--- src/rtl/processor_pkg.sv ---
// Shared types and encodings for the multicycle ARM-subset control path.
// Set COND_EXEC_EN to enable real ARM condition evaluation in cond_unit.
package processor_pkg;

  typedef enum logic [3:0] {
    StFetch  = 4'd0,
    StDecode = 4'd1,
    StMemAdr = 4'd2,
    StMemRd  = 4'd3,
    StMemWb  = 4'd4,
    StMemWr  = 4'd5,
    StExecR  = 4'd6,
    StExecI  = 4'd7,
    StAluWb  = 4'd8,
    StBranch = 4'd9
  } state_e;

  localparam logic [3:0] AluAdd = 4'b0000;
  localparam logic [3:0] AluSub = 4'b0001;
  localparam logic [3:0] AluAnd = 4'b0010;
  localparam logic [3:0] AluOrr = 4'b0011;

  localparam logic [1:0] OpDp     = 2'b00;
  localparam logic [1:0] OpMem    = 2'b01;
  localparam logic [1:0] OpBranch = 2'b10;
  localparam logic [1:0] OpNop    = 2'b11;

  localparam logic [3:0] CmdAnd = 4'b0000;
  localparam logic [3:0] CmdSub = 4'b0010;
  localparam logic [3:0] CmdAdd = 4'b0100;
  localparam logic [3:0] CmdCmp = 4'b1010;
  localparam logic [3:0] CmdOrr = 4'b1100;
  localparam logic [3:0] CmdMov = 4'b1101;
  localparam logic [3:0] CmdMvn = 4'b1111;

  localparam logic [1:0] SrcBReg  = 2'b00;
  localparam logic [1:0] SrcBImm  = 2'b01;
  localparam logic [1:0] SrcBFour = 2'b10;

  localparam logic [1:0] ResAluOut    = 2'b00;
  localparam logic [1:0] ResReadData  = 2'b01;
  localparam logic [1:0] ResAluDirect = 2'b10;

  localparam logic [1:0] ImmDp     = 2'b00;
  localparam logic [1:0] ImmMem    = 2'b01;
  localparam logic [1:0] ImmBranch = 2'b10;

  // MOV/MVN bypass the ALU through the move path, so ADD is a don't-care op for them.
  function automatic logic [3:0] cmd_to_alu(logic [3:0] cmd);
    logic [3:0] alu;
    alu = AluAdd;
    unique case (cmd)
      CmdAnd:         alu = AluAnd;
      CmdSub, CmdCmp: alu = AluSub;
      CmdOrr:         alu = AluOrr;
      CmdAdd:         alu = AluAdd;
      default:        alu = AluAdd;
    endcase
    return alu;
  endfunction

  // Logical ops only own N and Z; C and V are left to the previous arithmetic op.
  function automatic logic is_logical(logic [3:0] cmd);
    return (cmd == CmdAnd) || (cmd == CmdOrr) || (cmd == CmdMov) || (cmd == CmdMvn);
  endfunction

endpackage

--- src/rtl/cond_unit.sv ---
// ARM condition-code evaluator over registered NZCV.
// Without COND_EXEC_EN every instruction executes as AL.
module cond_unit (
  input  logic [3:0] cond,
  input  logic [3:0] flags,
  output logic       pass
);

`ifdef COND_EXEC_EN
  logic n, z, c, v;
  assign {n, z, c, v} = flags;

  always_comb begin
    pass = 1'b0;
    unique case (cond)
      4'h0: pass = z;
      4'h1: pass = ~z;
      4'h2: pass = c;
      4'h3: pass = ~c;
      4'h4: pass = n;
      4'h5: pass = ~n;
      4'h6: pass = v;
      4'h7: pass = ~v;
      4'h8: pass = c & ~z;
      4'h9: pass = ~c | z;
      4'ha: pass = (n == v);
      4'hb: pass = (n != v);
      4'hc: pass = ~z & (n == v);
      4'hd: pass = z | (n != v);
      4'he: pass = 1'b1;
      4'hf: pass = 1'b0;
    endcase
  end
`else
  logic unused_cond_inputs;
  assign unused_cond_inputs = ^{cond, flags};
  assign pass = 1'b1;
`endif

endmodule

--- src/rtl/multicycle_control_unit.sv ---
// Multicycle sequencer: steps the shared datapath and owns the NZCV flags.
// COND_EXEC_EN (in cond_unit) selects real condition evaluation vs. always-execute.
module multicycle_control_unit
  import processor_pkg::*;
#(
  parameter int unsigned STATE_W = 4
) (
  input  logic               clk,
  input  logic               reset,
  input  logic [19:0]        instruction,
  input  logic               sh_imm,
  input  logic [1:0]         sh,
  input  logic [3:0]         alu_flags,
  output logic               pc_write,
  output logic               ir_write,
  output logic               mem_write,
  output logic               reg_write,
  output logic               adr_src,
  output logic               alu_src_a,
  output logic [1:0]         alu_src_b,
  output logic [1:0]         result_src,
  output logic [3:0]         alu_control,
  output logic [1:0]         imm_src,
  output logic [1:0]         reg_src,
  output logic               sh_src,
  output logic               mov_src,
  output logic               mvn_src,
  output logic [1:0]         sh_type,
  output logic [3:0]         flags,
  output logic [STATE_W-1:0] state
);

  logic [3:0] cond;
  logic [1:0] op;
  logic [5:0] funct;
  logic [3:0] cmd;
  logic       i_bit, s_bit, cond_pass;
  logic [3:0] dp_alu;
  logic       unused_ir_bits;

  assign cond  = instruction[19:16];
  assign op    = instruction[15:14];
  assign funct = instruction[13:8];
  assign i_bit = funct[5];
  assign cmd   = funct[4:1];
  assign s_bit = funct[0];
  assign dp_alu = cmd_to_alu(cmd);
  assign unused_ir_bits = ^instruction[7:0];

  state_e     state_q, state_d;
  logic [3:0] flags_q, flags_d;

  cond_unit u_cond_unit (
    .cond  (cond),
    .flags (flags_q),
    .pass  (cond_pass)
  );

  always_ff @(posedge clk or negedge reset) begin
    if (!reset) begin
      state_q <= StFetch;
      flags_q <= 4'b0000;
    end else begin
      state_q <= state_d;
      flags_q <= flags_d;
    end
  end

  always_comb begin
    state_d = StFetch;
    case (state_q)
      StFetch:  state_d = StDecode;
      StDecode: begin
        unique case (op)
          OpDp:     state_d = i_bit ? StExecI : StExecR;
          OpMem:    state_d = StMemAdr;
          OpBranch: state_d = StBranch;
          OpNop:    state_d = StFetch;
        endcase
      end
      StMemAdr: state_d = funct[0] ? StMemRd : StMemWr;
      StMemRd:  state_d = StMemWb;
      StExecR,
      StExecI:  state_d = StAluWb;
      default:  state_d = StFetch;
    endcase
  end

  always_comb begin
    flags_d = flags_q;
    if (state_q == StAluWb && s_bit && cond_pass) begin
      if (is_logical(cmd)) begin
        flags_d[3:2] = alu_flags[3:2];
      end else begin
        flags_d = alu_flags;
      end
    end
  end

  always_comb begin
    pc_write    = 1'b0;
    ir_write    = 1'b0;
    mem_write   = 1'b0;
    reg_write   = 1'b0;
    adr_src     = 1'b0;
    alu_src_a   = 1'b0;
    alu_src_b   = SrcBReg;
    result_src  = ResAluOut;
    alu_control = AluAdd;
    case (state_q)
      StFetch: begin
        ir_write   = 1'b1;
        pc_write   = 1'b1;
        alu_src_a  = 1'b1;
        alu_src_b  = SrcBFour;
        result_src = ResAluDirect;
      end
      StDecode: begin
        alu_src_a = 1'b1;
        alu_src_b = SrcBFour;
      end
      StMemAdr: alu_src_b = SrcBImm;
      StMemRd:  adr_src = 1'b1;
      StMemWb: begin
        result_src = ResReadData;
        reg_write  = cond_pass;
      end
      StMemWr: begin
        adr_src   = 1'b1;
        mem_write = cond_pass;
      end
      StExecR:  alu_control = dp_alu;
      StExecI: begin
        alu_src_b   = SrcBImm;
        alu_control = dp_alu;
      end
      // Keep the ALU on the same operation so alu_flags are valid for capture.
      StAluWb: begin
        alu_src_b   = i_bit ? SrcBImm : SrcBReg;
        alu_control = dp_alu;
        reg_write   = cond_pass && (cmd != CmdCmp);
      end
      // Target is R15 (PC+8 via reg_src) plus the branch offset.
      StBranch: begin
        pc_write   = cond_pass;
        alu_src_b  = SrcBImm;
        result_src = ResAluDirect;
      end
      default: ;
    endcase
  end

  always_comb begin
    imm_src = ImmDp;
    unique case (op)
      OpMem:    imm_src = ImmMem;
      OpBranch: imm_src = ImmBranch;
      default:  imm_src = ImmDp;
    endcase
  end

  assign reg_src = {(op == OpMem) && !funct[0], op == OpBranch};
  assign mov_src = (op == OpDp) && (cmd == CmdMov);
  assign mvn_src = (op == OpDp) && (cmd == CmdMvn);
  assign sh_src  = (mov_src || mvn_src) && !i_bit && sh_imm;
  assign sh_type = sh;
  assign flags   = flags_q;
  assign state   = STATE_W'(state_q);

endmodule

--- config.mk ---
export PLATFORM = sky130hd
export DESIGN_NAME = multicycle_control_unit
export DESIGN_NICKNAME = d
export VERILOG_FILES = /design/src/rtl/processor_pkg.sv /design/src/rtl/cond_unit.sv /design/src/rtl/multicycle_control_unit.sv
export SDC_FILE = /design/constraint.sdc
export NUM_CORES = 1
export LEC_CHECK = 0
export BUFFER_PORTS_ARGS = -buffer_cell sky130_fd_sc_hd__buf_2
export CAP_MARGIN = 10
export CORE_UTILIZATION = 27
export DETAILED_ROUTE_END_ITERATION = 8
export GPL_TIMING_DRIVEN = 0
export HOLD_SLACK_MARGIN = 0.12
export PLACE_DENSITY = 0.63
export SYNTH_ARGS = -nofsm -noshare
export SYNTH_HDL_FRONTEND = slang
export SYNTH_SLANG_ARGS = --single-unit
--- constraint.sdc ---
create_clock -name clk -period 1.5 [get_ports clk]
set_input_delay 0.45 -clock clk [delete_from_list [all_inputs] [get_ports clk]]
set_output_delay 0.45 -clock clk [all_outputs]
set_load 0.1 [all_outputs]
==> flow_metrics.tcl, run 1 <==
set metrics [dict create \
    finalNetCount 185 \
    worst_ep_required_time_ns 1.05 \
    port_buffers 43 \
    timing.final.hold_violations 0 \
    boundaryPins 60 \
    clk_transition_reported_paths_ns 0.06 \
    synth_compound_area_share_pct 10.7 \
    synth_area_leaders "sky130_fd_sc_hd__dfrtp_1, sky130_fd_sc_hd__nor3_1, sky130_fd_sc_hd__buf_4" \
    numClockSinks 8 \
    dr_total_vias 951 \
    share_of_layout_cells_above_drive_strength_1_pct 85.8 \
    finClkSkew_ns 0.00846 \
    post_synth_mux_area_share_pct 8.62 \
    setup-violations-final 26 \
    antennaDiodeCount 0 \
    topRoutingLayerUsed "met4" \
    wl_met2_um 1920 \
    synth.avg_cell_area_sq_um 8.48 \
    violations "setup timing" \
    post-synth-top-area-fraction_pct 30.7 \
    status "finished, violations left" \
    hold_class "in -> reg" \
    grt_pass1_wl_um 4690 \
    cts-htree-levels 1 \
    crit_path_max_incr_delay_ns 0.48 \
    cp.arrival_ns 1.82 \
    ys_types 31 \
    post-route-cell-area_sq_mm 0.00202 \
    start_util_pct 29.0 \
    yosys.cell_count.top_type "sky130_fd_sc_hd__nor3_1" \
    clockRootBuffer "sky130_fd_sc_hd__clkbuf_4" \
    ys_ff_latch 8 \
    synth_fa_ha_area_share_pct 0 \
    maxCapViolCount 0 \
    vias_per_cell 5.20 \
    grt_setup_unrepaired "yes" \
    placed_area_sq_mm 0.00124 \
    clk-insertion-delay-late_ns 0.26 \
    post_synthesis_simple_gate_area_fraction_pct 33.7 \
    post_synthesis_sequential_area_ratio_pct 30.7 \
    dp_hpwl_um 1530 \
    post_drt_wl_per_cell_um 20.1 \
    wl_met3_um 159 \
    synth_largest_area_cell "sky130_fd_sc_hd__dfrtp_1" \
    worstReg2RegEnd "flags[1]" \
    antenna_found_initial 0 \
    global_route.usage.total_pct 25.0 \
    postSynth.topFlopCell "sky130_fd_sc_hd__dfrtp_1" \
    dieArea_sq_mm 0.00262 \
    syn-instance-count 77 \
    reg_to_reg_start "state[1]" \
    synth_top_cells_by_count "sky130_fd_sc_hd__nor3_1, sky130_fd_sc_hd__dfrtp_1" \
    wirelength_um 3680 \
    crit_startpoint "state[1]" \
    clock_path_buffers 2 \
    first_global_vias 922 \
    crit_path_top_delay_cell "sky130_fd_sc_hd__dfrtp_4" \
    row_count 17 \
    crit_fanout 4 \
    ant_nets 0 \
    cells_traversed_along_the_worst_timing_path "buf_8 -> nor4b_4 -> a31oi_4 -> nor3_4 -> buf_12" \
    tritoncts "done" \
    synth_warnings 0 \
    core_area_sq_mm 0.00225 \
    drc_errors 0 \
    final_max_slew_viol_count 0 \
    post_synth_instance_area_sq_um 653 \
    post_synth_xor_area_fraction_pct 4.02 \
    hold-path-cell-count 2 \
    grt_start_max_net_pins 11 \
    overflow 0 \
    synthesis_to_finish_area_growth_pct 209 \
    timing.final.crit_period_ns 2.27 \
    critPathLaunchType "flop" \
    chipHeight_um 51.2 \
    gp_congestion 0.732 \
    cts_inserted_buffers 3 \
    fin_ws_ns -0.770 \
    drtIter0Drc 22 \
    end_point_of_the_most_critical_hold_path "flags[3]" \
    synth-async-reset-ratio_pct 100 \
    routedLengthMet1_um 1510 \
    synth_edf_count 0 \
    kind_of_capture_point_of_the_worst_setup_path "output port" \
    worst_min_delay_path_startpoint "alu_flags[3]" \
    worst_r2r_path_depth 5 \
    timing.final.crit_share_pct 151 \
    die_w_um 51.2 \
    setup.worst_path.class "reg -> out" \
    synth_top_family_by_area "simple AND/OR/NAND/NOR gates" \
    rrSetupSlack_ns -0.29 \
    clock.fmax_mhz 440 \
    drt_pass1_iterations 6 \
]
-- cell type report --
class	count	area, sq um
buffer	10	155
tap	28	35.0
multi-input combinational	57	729
timing repair buffer	73	848
inverter	3	11.3
fill	89	234
sequential	8	215
clock buffer	4	26.3
-- per-stage QoR --
| step | utilization (%) | setup TNS [ns] | worst slack, ns | hold WS [ns] | std cells |
|---|---|---|---|---|---|
| floorplan | - | -11.98 | -1.01 | 0.154 | 78 |
| global placement | 54.9 | -8.16 | -0.659 | 0.297 | 149 |
| detailed placement | 54.9 | -8.45 | -0.666 | 0.301 | 149 |
| CTS | 81.0 | -8.10 | -0.691 | 0.409 | 170 |
| global route | 89.6 | -11.12 | -0.833 | 0.415 | 183 |
| finish | 89.6 | -10.09 | -0.770 | 0.417 | 183 |
-- worst max-delay path, delay by kind of cell (launching register included) --
kind	cells	cell delay (ns)
buf+inv	2	0.34
flops	1	0.48
simple gates	2	0.63
compound gates	1	0.10
-- cells in the final DEF, fill, tap and decap left out, types with 3 or more instances in the layout --
| cell | n |
|---|---|
| sky130_fd_sc_hd__buf_4 | 25 |
| sky130_fd_sc_hd__dfrtp_1 | 4 |
| sky130_fd_sc_hd__nor2_4 | 3 |
| sky130_fd_sc_hd__nand2_1 | 3 |
| sky130_fd_sc_hd__clkbuf_16 | 3 |
| sky130_fd_sc_hd__nor3_4 | 8 |
| sky130_fd_sc_hd__dfrtp_4 | 4 |
| sky130_fd_sc_hd__mux2_2 | 3 |
| sky130_fd_sc_hd__buf_6 | 10 |
| sky130_fd_sc_hd__buf_8 | 8 |
| sky130_fd_sc_hd__nor2b_4 | 4 |
| sky130_fd_sc_hd__clkbuf_4 | 4 |
| sky130_fd_sc_hd__buf_12 | 21 |
| sky130_fd_sc_hd__buf_2 | 14 |
-- kinds of logic after synthesis --
group,count (synthesis)
compound gates,10
xor+xnor,3
buf+inv,13
flops,8
mux,5
other cells,1
simple gates,37
-- routing by layer --
layer / vias up / GRT usage (%)
met4: 0 / 9.72
met5: - / 0
li1: 419 / -
met3: 8 / 2.38
met1: 475 / 30.9
met2: 49 / 44.1
-- state kept, by name, summed over array words and instances, names as in the netlist --
signal / cells
flags: 4
state: 4
-- worst max path at each step --
stage                                end  cells after the start
final                     alu_control[1]                      5
after global routing      alu_control[1]                      5
after CTS                 alu_control[1]                      5
after detailed placement  alu_control[1]                      5
after global placement    alu_control[1]                      5
after floorplan                reg_write                      3
-- what timing repair did --
action / 4_1_cts / 5_1_grt
resized for setup: 106 / 27
setup endpoints to repair: 28 / 26
gates cloned: 0 / 0
endpoints found under the hold margin: 8 / 0
setup buffers: 16 / 15
pin swaps: 13 / 13
hold buffers: 1 / 0
Power of run 1 is not shown: default switching activity piles up to over one toggle a cycle in this logic, so the estimate is an artifact.
==> run 2, diff against run 1 <==
==> constraint.sdc (replaced) <==
create_clock -name clk -period 1.5 [get_ports clk]
set_input_delay 0 -clock clk [delete_from_list [all_inputs] [get_ports clk]]
set_output_delay 0 -clock clk [all_outputs]
set_load 0.1 [all_outputs]
==> run 2 against run 1 <==
Compared with the run above:
- the run still ends with setup timing left
- first-iteration DRC count decreased by 73%
- register-to-register slack gained 0.15 ns
- flip-flop and latch count is the same
- via count is 12% lower
- clock skew fell by 0.0078 ns
- non-clock buffer count is 6 lower
- die area is the same
- setup slack improved by 0.60 ns
- utilization decreased by 17 points
- critical path depth is 1 higher
- sequential share of layout area up 2.5 points
- count of clock-buffer cells in the layout decreased by 1
- critical endpoint is now alu_src_b[0]
==> flow_metrics.tcl, run 2 (synthesis results as in run 1) <==
set metrics [dict create \
    status "finished, violations left" \
    violations "setup timing" \
    start_util_pct 29.0 \
    grt_start_max_net_pins 11 \
    first_global_vias 793 \
    crit_fanout 6 \
    timing.final.crit_share_pct 112 \
    maxCapViolCount 0 \
    clk_transition_reported_paths_ns 0.05 \
    antennaDiodeCount 0 \
    multi_input_area_sq_um 633 \
    synthesis_to_finish_area_growth_pct 151 \
    finalNetCount 179 \
    setup-violations-final 12 \
    grt_setup_unrepaired "yes" \
    drc_errors 0 \
    setup_total_negative_slack_ns -1.21 \
    nFillCells 163 \
    worst_hold_slack_ns 0.156 \
    kind_of_capture_point_of_the_worst_setup_path "output port" \
    cp.arrival_ns 1.67 \
    ant_nets 0 \
    hold_class "in -> reg" \
    worst_ep_required_time_ns 1.50 \
    global_route.usage.total_pct 18.1 \
    share_of_layout_cells_above_drive_strength_1_pct 76.4 \
    antenna_found_initial 0 \
    wirelength_um 2450 \
    fin_ws_ns -0.175 \
    timing.final.hold_violations 0 \
    port_buffers 43 \
    chipHeight_um 51.2 \
    layout.cells.most_common "sky130_fd_sc_hd__buf_2" \
    critPathLaunchType "flop" \
    row_count 17 \
    postLayoutCoreUtil_pct 72.8 \
    die_w_um 51.2 \
    boundaryPins 60 \
    setup.worst_path.class "reg -> out" \
    final_max_slew_viol_count 0 \
    drt_pass1_iterations 4 \
    tritoncts "done" \
    clockRootBuffer "sky130_fd_sc_hd__clkbuf_4" \
    core_area_sq_mm 0.00225 \
    overflow 0 \
    drtIter0Drc 6 \
    gp_congestion 0.792 \
    clock_path_buffers 2 \
    combined_flip_flop_and_latch_cell_area_sq_um 215 \
    dr_total_vias 834 \
    finClkSkew_ns 0.000657 \
    dieArea_sq_mm 0.00262 \
    cts_inserted_buffers 3 \
    post_drt_wl_per_cell_um 13.9 \
    vias_per_cell 4.74 \
    timing.final.crit_period_ns 1.67 \
    clock.fmax_mhz 597 \
    dp_hpwl_um 1500 \
    final_cell_mix "sky130_fd_sc_hd__buf_2, sky130_fd_sc_hd__buf_4, sky130_fd_sc_hd__buf_12, sky130_fd_sc_hd__nor3_4, sky130_fd_sc_hd__dlygate4sd3_1" \
    numClockSinks 8 \
    clk-insertion-delay-late_ns 0.24 \
    grt_pass1_wl_um 3540 \
    cts-htree-levels 1 \
]
-- run 2: changes by cell type in the layout (fill, tap and decap cells not counted), moves of 2 or more --
cell                            previous run  this run
sky130_fd_sc_hd__dlygate4sd3_1             1         6
sky130_fd_sc_hd__nor2b_4                   4         2
sky130_fd_sc_hd__buf_6                    10         5
sky130_fd_sc_hd__buf_12                   21        11
sky130_fd_sc_hd__buf_8                     8         2
sky130_fd_sc_hd__nor2_4                    3         1
sky130_fd_sc_hd__inv_2                     2         0
sky130_fd_sc_hd__nand2_2                   0         2
sky130_fd_sc_hd__buf_2                    14        31
sky130_fd_sc_hd__buf_4                    25        20
sky130_fd_sc_hd__nor2_2                    0         2
sky130_fd_sc_hd__nand2_4                   2         0
-- run 2: worst paths after layout --
kind / from / end / depth (start not counted) / slack, ns
max in group asynchronous: reset / state[0] / 3 / 0.49
setup / recovery: state[0] / alu_src_b[0] / 6 / -0.17
hold / removal: instruction[8] / flags[3] / 3 / 0.16
hold reg to reg: flags[1] / flags[1] / 1 / 0.49
setup reg to reg: state[0] / flags[1] / 5 / -0.14
min in group asynchronous: reset / flags[2] / 3 / 0.72
-- run 2: per-layer routing --
| metal | vias to the layer above | share of wire, % | GRT usage (%) |
|---|---|---|---|
| li1 | 405 | - | - |
| met1 | 398 | 42 | 21.5 |
| met2 | 27 | 54 | 34.0 |
| met3 | 4 | 2.7 | 0.893 |
| met4 | 0 | 1.5 | 6.48 |
| met5 | - | 0 | 0 |
-- run 2: what timing repair did --
item	in CTS	in global routing
setup endpoints to repair	16	15
cloned	0	1
gates resized for setup	41	19
hold buffers	6	0
setup buffers	11	8
endpoints found under the hold margin	12	0
pin swaps	4	8
-- run 2: layout make-up --
type,instances,area share (%)
multi-input combinational,57,38.6
timing repair buffer,69,36.7
sequential,8,13.1
buffer,8,7.32
tap,28,2.13
clock buffer,3,1.37
inverter,3,0.838
-- run 2: worst max-delay path, stage by stage (launching register included) --
cell and delay (ns):
sky130_fd_sc_hd__dfrtp_4 0.47, sky130_fd_sc_hd__buf_4 0.15, sky130_fd_sc_hd__buf_12 0.14, sky130_fd_sc_hd__or2_4 0.25
sky130_fd_sc_hd__a31oi_4 0.15, sky130_fd_sc_hd__o22ai_4 0.10, sky130_fd_sc_hd__buf_12 0.18
-- run 2: through the flow --
step	cell area, sq um	worst slack, ns	std cells
after global routing	1640	-0.224	176
final	1640	-0.175	176
after floorplan	955	-0.556	78
after global placement	1200	-0.208	149
after CTS	1500	-0.180	167
after detailed placement	1200	-0.218	149
Power of run 2 is left out for the same reason.
